File: src/rtl/wb_skid_buffer_pkg.sv
// Shared write-back types: data/register widths, the buffered entry layout and
// the helper that turns an incoming EX/MEM bundle into a stored entry.
package pipe_pkg;

   localparam int unsigned DW = 32;
   localparam int unsigned RW = 5;

   localparam logic [RW-1:0] REG_ZERO = 5'd0;

   typedef struct packed {
      logic          valid;
      logic          we;
      logic [RW-1:0] addr;
      logic [DW-1:0] data;
   } wb_entry_t;

   // Only the selected word is kept; writes to r0 are dropped here but the
   // bundle still occupies a slot so ordering and occupancy stay exact.
   function automatic wb_entry_t make_entry(
      input logic [DW-1:0] alu_res,
      input logic [DW-1:0] mem_data,
      input logic [RW-1:0] aw,
      input logic          regwrite,
      input logic          memtoreg
   );
      wb_entry_t e;
      e.valid = 1'b1;
      e.we    = regwrite && (aw != REG_ZERO);
      e.addr  = aw;
      e.data  = memtoreg ? mem_data : alu_res;
      return e;
   endfunction

endpackage

File: src/rtl/wb_skid_buffer_if.sv
// Handshake and register-file write bus of the write-back skid buffer.
// slave is the buffer side, master is the upstream/register-file side.
interface wb_skid_buffer_if;
   import pipe_pkg::*;

   logic          in_valid;
   logic          in_ready;
   logic [DW-1:0] alu_res;
   logic [DW-1:0] mem_data;
   logic [RW-1:0] in_AW;
   logic          in_regwrite;
   logic          in_memtoreg;
   logic          flush;
   logic          wb_stall;
   logic          wr_en;
   logic [RW-1:0] wr_addr;
   logic [DW-1:0] wr_data;
   logic [1:0]    occupancy;

   modport slave (
      input  in_valid, alu_res, mem_data, in_AW, in_regwrite, in_memtoreg,
             flush, wb_stall,
      output in_ready, wr_en, wr_addr, wr_data, occupancy
   );

   modport master (
      output in_valid, alu_res, mem_data, in_AW, in_regwrite, in_memtoreg,
             flush, wb_stall,
      input  in_ready, wr_en, wr_addr, wr_data, occupancy
   );

endinterface

File: src/rtl/wb_skid_buffer_fwd_cmp.sv
// One forwarding read port: address compare against both buffered entries,
// younger (SKID) entry wins. Outputs are zero on a miss or during flush.
module wb_fwd_cmp
   import pipe_pkg::*;
(
   input  wb_entry_t     head,
   input  wb_entry_t     skid,
   input  logic [RW-1:0] addr,
   input  logic          flush,
   output logic          hit,
   output logic [DW-1:0] data
);

   always_comb begin
      hit  = 1'b0;
      data = '0;
      if (!flush) begin
         if (skid.valid && skid.we && (skid.addr == addr)) begin
            hit  = 1'b1;
            data = skid.data;
         end else if (head.valid && head.we && (head.addr == addr)) begin
            hit  = 1'b1;
            data = head.data;
         end
      end
   end

endmodule

File: src/rtl/wb_skid_buffer.sv
// Write-back stage: 2-entry skid buffer feeding the register-file write port.
// Define WB_FWD_EN to add two forwarding read ports (rs/rt) over both entries.
module wb_skid_buffer
   import pipe_pkg::*;
(
   input  logic             clk,
   input  logic             rst_n,
   wb_skid_buffer_if.slave  bus
`ifdef WB_FWD_EN
   ,
   input  logic [RW-1:0]    rs_addr,
   input  logic [RW-1:0]    rt_addr,
   output logic             fwd_hit_a,
   output logic             fwd_hit_b,
   output logic [DW-1:0]    fwd_data_a,
   output logic [DW-1:0]    fwd_data_b
`endif
);

   wb_entry_t head_q;
   wb_entry_t skid_q;
   wb_entry_t in_entry;
   logic      ready_en_q;
   logic      in_ready;
   logic      accept;
   logic      fire;

   // ready_en_q keeps in_ready low for the first cycle out of reset
   always_comb begin
      in_ready = ready_en_q && !skid_q.valid;
      accept   = bus.in_valid && in_ready;
      fire     = head_q.valid && !bus.wb_stall && !bus.flush;
      in_entry = make_entry(bus.alu_res, bus.mem_data, bus.in_AW,
                            bus.in_regwrite, bus.in_memtoreg);
   end

   always_ff @(posedge clk) begin
      if (!rst_n) begin
         head_q     <= '0;
         skid_q     <= '0;
         ready_en_q <= 1'b0;
      end else begin
         ready_en_q <= 1'b1;
         if (bus.flush) begin
            head_q.valid <= 1'b0;
            skid_q.valid <= 1'b0;
         end else if (fire && accept) begin
            head_q <= in_entry;
         end else if (fire) begin
            // Emptying HEAD only clears valid so wr_addr/wr_data hold.
            if (skid_q.valid) head_q       <= skid_q;
            else              head_q.valid <= 1'b0;
            skid_q.valid <= 1'b0;
         end else if (accept) begin
            if (!head_q.valid) head_q <= in_entry;
            else               skid_q <= in_entry;
         end
      end
   end

   always_comb begin
      bus.in_ready  = in_ready;
      bus.wr_en     = fire && head_q.we;
      bus.wr_addr   = head_q.addr;
      bus.wr_data   = head_q.data;
      bus.occupancy = {1'b0, head_q.valid} + {1'b0, skid_q.valid};
   end

`ifdef WB_FWD_EN
   wb_fwd_cmp u_fwd_a (
      .head  (head_q),
      .skid  (skid_q),
      .addr  (rs_addr),
      .flush (bus.flush),
      .hit   (fwd_hit_a),
      .data  (fwd_data_a)
   );

   wb_fwd_cmp u_fwd_b (
      .head  (head_q),
      .skid  (skid_q),
      .addr  (rt_addr),
      .flush (bus.flush),
      .hit   (fwd_hit_b),
      .data  (fwd_data_b)
   );
`endif

endmodule

File: src/flat_wrapper.sv
// flat-port wrapper written by rule: the top's interface ports become plain ports
module wb_skid_buffer_flat import pipe_pkg::*;
  (clk, rst_n, bus_in_valid, bus_alu_res, bus_mem_data, bus_in_AW, bus_in_regwrite, bus_in_memtoreg, bus_flush, bus_wb_stall, bus_in_ready, bus_wr_en, bus_wr_addr, bus_wr_data, bus_occupancy);
  wb_skid_buffer_if bus_i ();
  input  logic clk;
  input  logic rst_n;
  input wire logic [$bits(bus_i.in_valid)-1:0] bus_in_valid;
  input wire logic [$bits(bus_i.alu_res)-1:0] bus_alu_res;
  input wire logic [$bits(bus_i.mem_data)-1:0] bus_mem_data;
  input wire logic [$bits(bus_i.in_AW)-1:0] bus_in_AW;
  input wire logic [$bits(bus_i.in_regwrite)-1:0] bus_in_regwrite;
  input wire logic [$bits(bus_i.in_memtoreg)-1:0] bus_in_memtoreg;
  input wire logic [$bits(bus_i.flush)-1:0] bus_flush;
  input wire logic [$bits(bus_i.wb_stall)-1:0] bus_wb_stall;
  output wire logic [$bits(bus_i.in_ready)-1:0] bus_in_ready;
  output wire logic [$bits(bus_i.wr_en)-1:0] bus_wr_en;
  output wire logic [$bits(bus_i.wr_addr)-1:0] bus_wr_addr;
  output wire logic [$bits(bus_i.wr_data)-1:0] bus_wr_data;
  output wire logic [$bits(bus_i.occupancy)-1:0] bus_occupancy;
  assign bus_i.in_valid = bus_in_valid;
  assign bus_i.alu_res = bus_alu_res;
  assign bus_i.mem_data = bus_mem_data;
  assign bus_i.in_AW = bus_in_AW;
  assign bus_i.in_regwrite = bus_in_regwrite;
  assign bus_i.in_memtoreg = bus_in_memtoreg;
  assign bus_i.flush = bus_flush;
  assign bus_i.wb_stall = bus_wb_stall;
  assign bus_in_ready = bus_i.in_ready;
  assign bus_wr_en = bus_i.wr_en;
  assign bus_wr_addr = bus_i.wr_addr;
  assign bus_wr_data = bus_i.wr_data;
  assign bus_occupancy = bus_i.occupancy;
  wb_skid_buffer u_core (.clk(clk), .rst_n(rst_n), .bus(bus_i));
endmodule
File: config.mk
export PLATFORM = sky130hd
export DESIGN_NAME = wb_skid_buffer_flat
export DESIGN_NICKNAME = d
export VERILOG_FILES = /design/src/rtl/wb_skid_buffer_pkg.sv /design/src/rtl/wb_skid_buffer_if.sv /design/src/rtl/wb_skid_buffer_fwd_cmp.sv /design/src/rtl/wb_skid_buffer.sv /design/src/flat_wrapper.sv
export SDC_FILE = /design/constraint.sdc
export NUM_CORES = 1
export LEC_CHECK = 0
export BUFFER_PORTS_ARGS = -buffer_cell sky130_fd_sc_hd__buf_4
export CORE_MARGIN = 5
export CORE_UTILIZATION = 35
export DETAILED_ROUTE_END_ITERATION = 10
export PLACE_DENSITY_LB_ADDON = 0.2
export SLEW_MARGIN = 30
export SYNTH_ARGS = -nofsm -noshare
export SYNTH_HDL_FRONTEND = slang
export SYNTH_SLANG_ARGS = --single-unit
File: constraint.sdc
create_clock -name clk -period 1.96 [get_ports clk]
set_clock_uncertainty 0.15 [all_clocks]
set_input_delay 0.098 -clock clk [delete_from_list [all_inputs] [get_ports clk]]
set_output_delay 0.098 -clock clk [all_outputs]
set_load 0.01 [all_outputs]
After elaboration in Yosys (flattened, before gate mapping):

Index checks and enable logic that the tools add are counted.

* equality and inequality tests: 2
* reduce and logical (&&, ||, !) cells: 18
* add/sub/neg operators: 1
* mux-type cells: 11
* bitwise logic cells: 4

Operators with widths (count)
* 39-bit 2-to-1 mux: 5
* 38-bit 2-to-1 mux: 2
* 32-bit 2-to-1 mux: 1
* 1-bit logical AND: 7
* 5-bit AND reduction: 1
* 5-bit nonzero test: 1
* 1-bit inverter: 4
* 4-bit AND reduction: 1
* 2-bit nonzero test: 2
* 1-bit logical NOT: 3
* 1-bit 2-to-1 mux: 3
* 3-bit by 2-bit != test with 1-bit output (second input constant): 1
* 3-bit != test (second input constant): 1
* 3-bit AND reduction: 1
* 3-bit nonzero test: 1
* 1-bit by 1-bit adder with 2-bit output: 1
* 2-bit OR reduction: 1

* register bits: 79
* output and inout bits: 41
* input bits: 76
* logic and storage cells: 45

Depth between registers and ports, before layout:

* depth in word-level cells: 6
* depth in mapped cells: 6
* gate-level depth less buffers: 3

Worst setup path before layout:

Ideal clock, no wire load.

* path type: flip-flop to flip-flop
* start point: register u_core.head_q[38] in the netlist's numbering
* end point: register u_core.head_q, in the netlist u_core.bus.wr_data[0]
* clock period less this slack: 1.917 ns
* stages on the path, launching flop included: 7
* library setup time: 0.092 ns
* path slack: 0.043 ns
* data required time: 1.718 ns
* data arrival time: 1.675 ns
* path buffers: 3
* path through: dfxtp_1 > buf_6 > mux2_4 > or4_4 > buf_6 > buf_6 > o32ai_1

* cells in the longest elaborated chain, start to end: 5
* elaborated cells on any way between the ends: 9
* classes of those cells: 2 x eq/ne; 2 x mux; 5 x reduce/logical

RTL lines
* from (decl): line wb_skid_buffer.sv:20 `wb_entry_t head_q;`
* from (signal assigned): line wb_skid_buffer.sv:48 `head_q <= in_entry;`
* from (signal assigned): line wb_skid_buffer.sv:51 `if (skid_q.valid) head_q <= skid_q;`
* from (signal assigned): line wb_skid_buffer.sv:55 `if (!head_q.valid) head_q <= in_entry;`
* 1-bit logical AND (2 in series): line wb_skid_buffer.sv:32 `fire = head_q.valid && !bus.wb_stall && !bus.flush;`
* 1-bit logical AND: line wb_skid_buffer.sv:47 `end else if (fire && accept) begin`
* 3-bit by 2-bit != test with 1-bit output (no line) (tied with other cells)
* 4-bit AND reduction (no line)

Parallel ways exist; a longest one is shown, timed or not.
A chain may end at the register's enable or synchronous reset.

Worst setup path after layout:

* start point: register u_core.head_q[38] in the netlist's numbering
* end point: register u_core.head_q, in the netlist u_core.bus.wr_data[31]

The elaborated chain is that of the path after synthesis.

==> results <==
- The flow ran to the end, and the final reports show no timing, DRC or antenna violations.
- Routability-driven placement finished with a final weighted congestion of between 0.7 and 0.8.
- The number of global-route vias before repair is a little under 4000.
- The worst path needs 1.884 ns of the cycle, external delays included.
- The cell type of the slowest stage on the worst timing path is or4_4.
- The half-perimeter wire length of the detailed placement result is between 7 and 8 mm.
- Power spread over the standard cell area amounts to 733.6 mW/mm2.
- The final sum of negative setup slack is 0 ns.
- Counting both buffers and inverters, the worst setup path holds a total of 0.
- The area of the die is roughly 0.014 mm2.
- The synthesized netlist contains 35 unique library cells.
- The proportion of synthesized chip area in sequential cells is about 39%.
- The portion of total power attributed to combinational logic is a little over an eighth.
- For this run, the slowest stage of the critical path takes 0.58 ns.
- The height of the chip is 118.1 um.
- Summed over all layers, the routed wires come to 12.01 mm.
- The number of inserted diodes is 0.
- Traced cell by cell, the critical path runs through mux2_4, or4_4, o32ai_1.
- Synthesis produced approximately 460 cells.
- The initial utilization of the core area, before any placement, comes to ~36%.
- Counting the buffers created by CTS gives 9.
- Summing all placed instances gives a cell area of around 0.0049 mm2.
- For this run, the total global-route usage over all layers was measured as between 10% and 20%.
- The cell area that synthesis handed to floorplanning was between 0.004 and 0.005 mm2.
- The switching power is ~0.9 mW.
- The core region area is 0.01142 mm2.
- Of the total power, the clock network draws about 44%.
- The number of ports placed on the die boundary is around 120.
- In the final layout, the share of cells above drive strength 1 is around 30%.
- The class of the worst hold path is input port to flop.
- In this run the static leakage power is roughly 2.1 nW.
- The completed layout was analyzed and its total power is 3.902 mW.
- In the synthesized netlist the dominant register cell turns out to be dfxtp_1.
- The post-detailed-route wirelength per cell is between 15 and 20 um.
- The width of the die is ~120 um.
- The total overflow reported by the global router is 0.
- Dividing the detail-routed via count by the number of cells gives between 5 and 6.
- The final hold slack is around 0.0037 ns.
- The final cycle utilization of the critical path is between 90% and 100%.
- The final instance area is between 0.005 and 0.006 mm2.
- The total number of clock tree sinks is a little under 80.
- Registers are responsible for between 40 and 50% of the overall power.
- The detail route stage leaves a number of antenna-violating nets equal to 0.
- The H-tree depth is 3.
- At the end of the flow, the number of nets in the layout was 614.
- The category of the most critical setup path is flop to flop.
- The clock passes through at most 2 buffers.
- The clock root buffer is clkbuf_16.
- A synthesized cell averages approximately 8.8 um2.
- The cell-internal power is just under 3 mW.
- The number of DRC markers after the initial detailed-route iteration is about 160.
- STA puts the critical path data required time at 2.04 ns.
- The clock edge transition at the registers on the reported setup and hold paths is approximately 0.06 ns.
- The final-report max-slew violation count came to 0.
- For this run, the number of Yosys warnings is 0.
- Grouping stages by cell kind, the critical path spends the most delay in simple AND/OR/NAND/NOR gates.
- After synthesis, the share of flip-flops with an asynchronous set or reset is 0%.
- The number of placed instances, taps included, is roughly 660.
- STA classifies the critical path startpoint as a flop.
- Across all setup checks in the final design, the least slack found is around 0.076 ns.
- The area growth from synthesis to final layout is 30.04%.
- Before CTS, the worst setup slack after placement is -0.03425 ns.
- The critical-path maximum fanout is 16.
- Synthesis inferred 79 register bits.
- The post-synth net total is 540.
- Yosys mapped a number of flops with a built-in enable equal to 0.
- Of the total power, the share spent switching nets is between 20% and 30%.
- The top-area cell type share of the netlist area is 38.67%.
- The first-pass detailed-route iteration total is 6.
- The clock latency on the worst-skew pair is around 0.33 ns.
- The number of hold-slack violations in the final timing report is 0.
- Setup violations remaining at the end of the flow were counted as 0.
- Measured on the finished design, the core utilization comes to between 40% and 50%.
- Port buffering added 116 buffers.
- STA classifies the critical path endpoint as a flop.
- The count of maximum capacitance violations is 0.
- The number of antenna violations at the first check in global routing is 0.
- At the pin with the least slew margin, the transition time is just under 0.5 ns.
- Yosys attributes the largest share of cell area to dfxtp_1 (39%), mux2i_1 (7.8%), o32ai_1 (6.9%).
- The worst IR drop on VDD is between 0.3 and 0.4 mV.
- The commonest cells after synthesis are dfxtp_1 (79), a21oi_1 (41), clkbuf_1 (40).
- The floorplan has 39 rows.
- At the worst endpoint, the arrival time is around 2 ns.
- Entering global routing, the biggest net connects 42 pins.
- Setup repair after global routing left no endpoint under its margin.
- Among all cell types in the netlist, the one instantiated most often is dfxtp_1.
- The post-detailed-route DRC marker count is 0.
- The TritonCTS clock tree is done.
- The global-route wire length before repair is 19.79 mm.
- After the flow finishes, the layout carries non-filler instances totaling 685.
- The routed layout has 3686 vias.
- Derived from the worst setup path, the maximum achievable clock frequency is 0.5309 GHz.
- The worst slew slack as a fraction of its limit is approximately two thirds.
- The largest total area in the synthesized netlist belongs to dfxtp_1.
## layout by cell type, fill, tap and decap left out, drive strengths merged, types with 2 or more instances in the layout
cell,netlist,final
buf,47,138
dfxtp,79,79
a21oi,41,41
a21boi,37,37
nor3,34,34
mux2i,32,32
nand2,32,32
a211oi,32,32
o32ai,32,32
clkbuf,40,14
dlygate4sd3,0,11
inv,9,9
and3,6,6
o31ai,6,6
o311a,6,6
o21ai,6,6
nand3,5,5
nor2b,2,2
and3b,2,2
nand3b,2,2
or4,1,2
nor2,2,2
## what timing repair did
item                       4_1_cts  5_1_grt
hold buffers                    11        0
setup endpoints to repair       25       32
gates cloned                     1        0
setup buffers                    0        1
hold endpoints to repair        11        0
gates resized for setup          5        3
## kinds of logic (layout without fill, tap and decap cells)
kind of cell | after synthesis | after routing | share of synthesized area [%]
DFF | 79 | 79 | 38.67
muxes | 33 | 33 | 8.198
adders and majority gates | 1 | 1 | 0.3059
buffers and inverters | 96 | 174 | 13.21
and+or+nand+nor | 91 | 92 | 11.17
AOI/OAI and AO/OA | 163 | 163 | 28.45
## layout make-up
class / count / area (um2)
fillers: 1120 / 6100
multi-input cells: 289 / 2011
flip-flops and latches: 79 / 1584
repair buffers: 149 / 1209
clock buffers: 14 / 264.0
well taps: 143 / 178.9
clock inverters: 2 / 38.79
inverters: 9 / 33.78
## state kept, by name (all words and copies together), names as in the netlist
name / cells
u_core.skid_q: 39
u_core.bus.wr_data: 32
u_core.bus.wr_addr: 5
u_core.head_q: 2
u_core.ready_en_q: 1
## worst register-to-register path: cells and delay by family, from the launching register on
kind | cells | cell delay (ns)
AOI/OAI and AO/OA | 1 | 0.35
muxes | 1 | 0.37
and+or+nand+nor | 1 | 0.58
DFF | 1 | 0.34
## metal layers
metal / track usage [%] / wire length [um] / vias up / share of wire, %
met5: 0 / 0 / - / 0
met2: 28.90 / 5908 / 91 / 49
met1: 21.63 / 5417 / 1755 / 45
li1: - / - / 1834 / -
met4: 4.731 / 79 / 0 / 0.66
met3: 3.940 / 600 / 6 / 5.0
## power by group through the flow
stage               clock [mW]  combinational (mW)  sequential (mW)
floorplan                    0               0.298             1.69
global placement             0               0.497             1.70
detailed placement           0               0.506             1.70
CTS                       1.74               0.530             1.67
global route              1.80               0.576             1.67
finish                    1.71               0.526             1.67
## path summary, 6_finish.rpt
kind,to,slack [ns],startpoint,cells past startpoint
min reg2reg,u_core.bus.wr_data[7],0.32,u_core.bus.wr_data[7],2
min,u_core.skid_q[6],0.004,bus_mem_data[6],3
max reg2reg,u_core.bus.wr_data[31],0.08,u_core.head_q[38],3
max,u_core.bus.wr_data[31],0.08,u_core.head_q[38],3
Power figures use the tool's default switching activity.
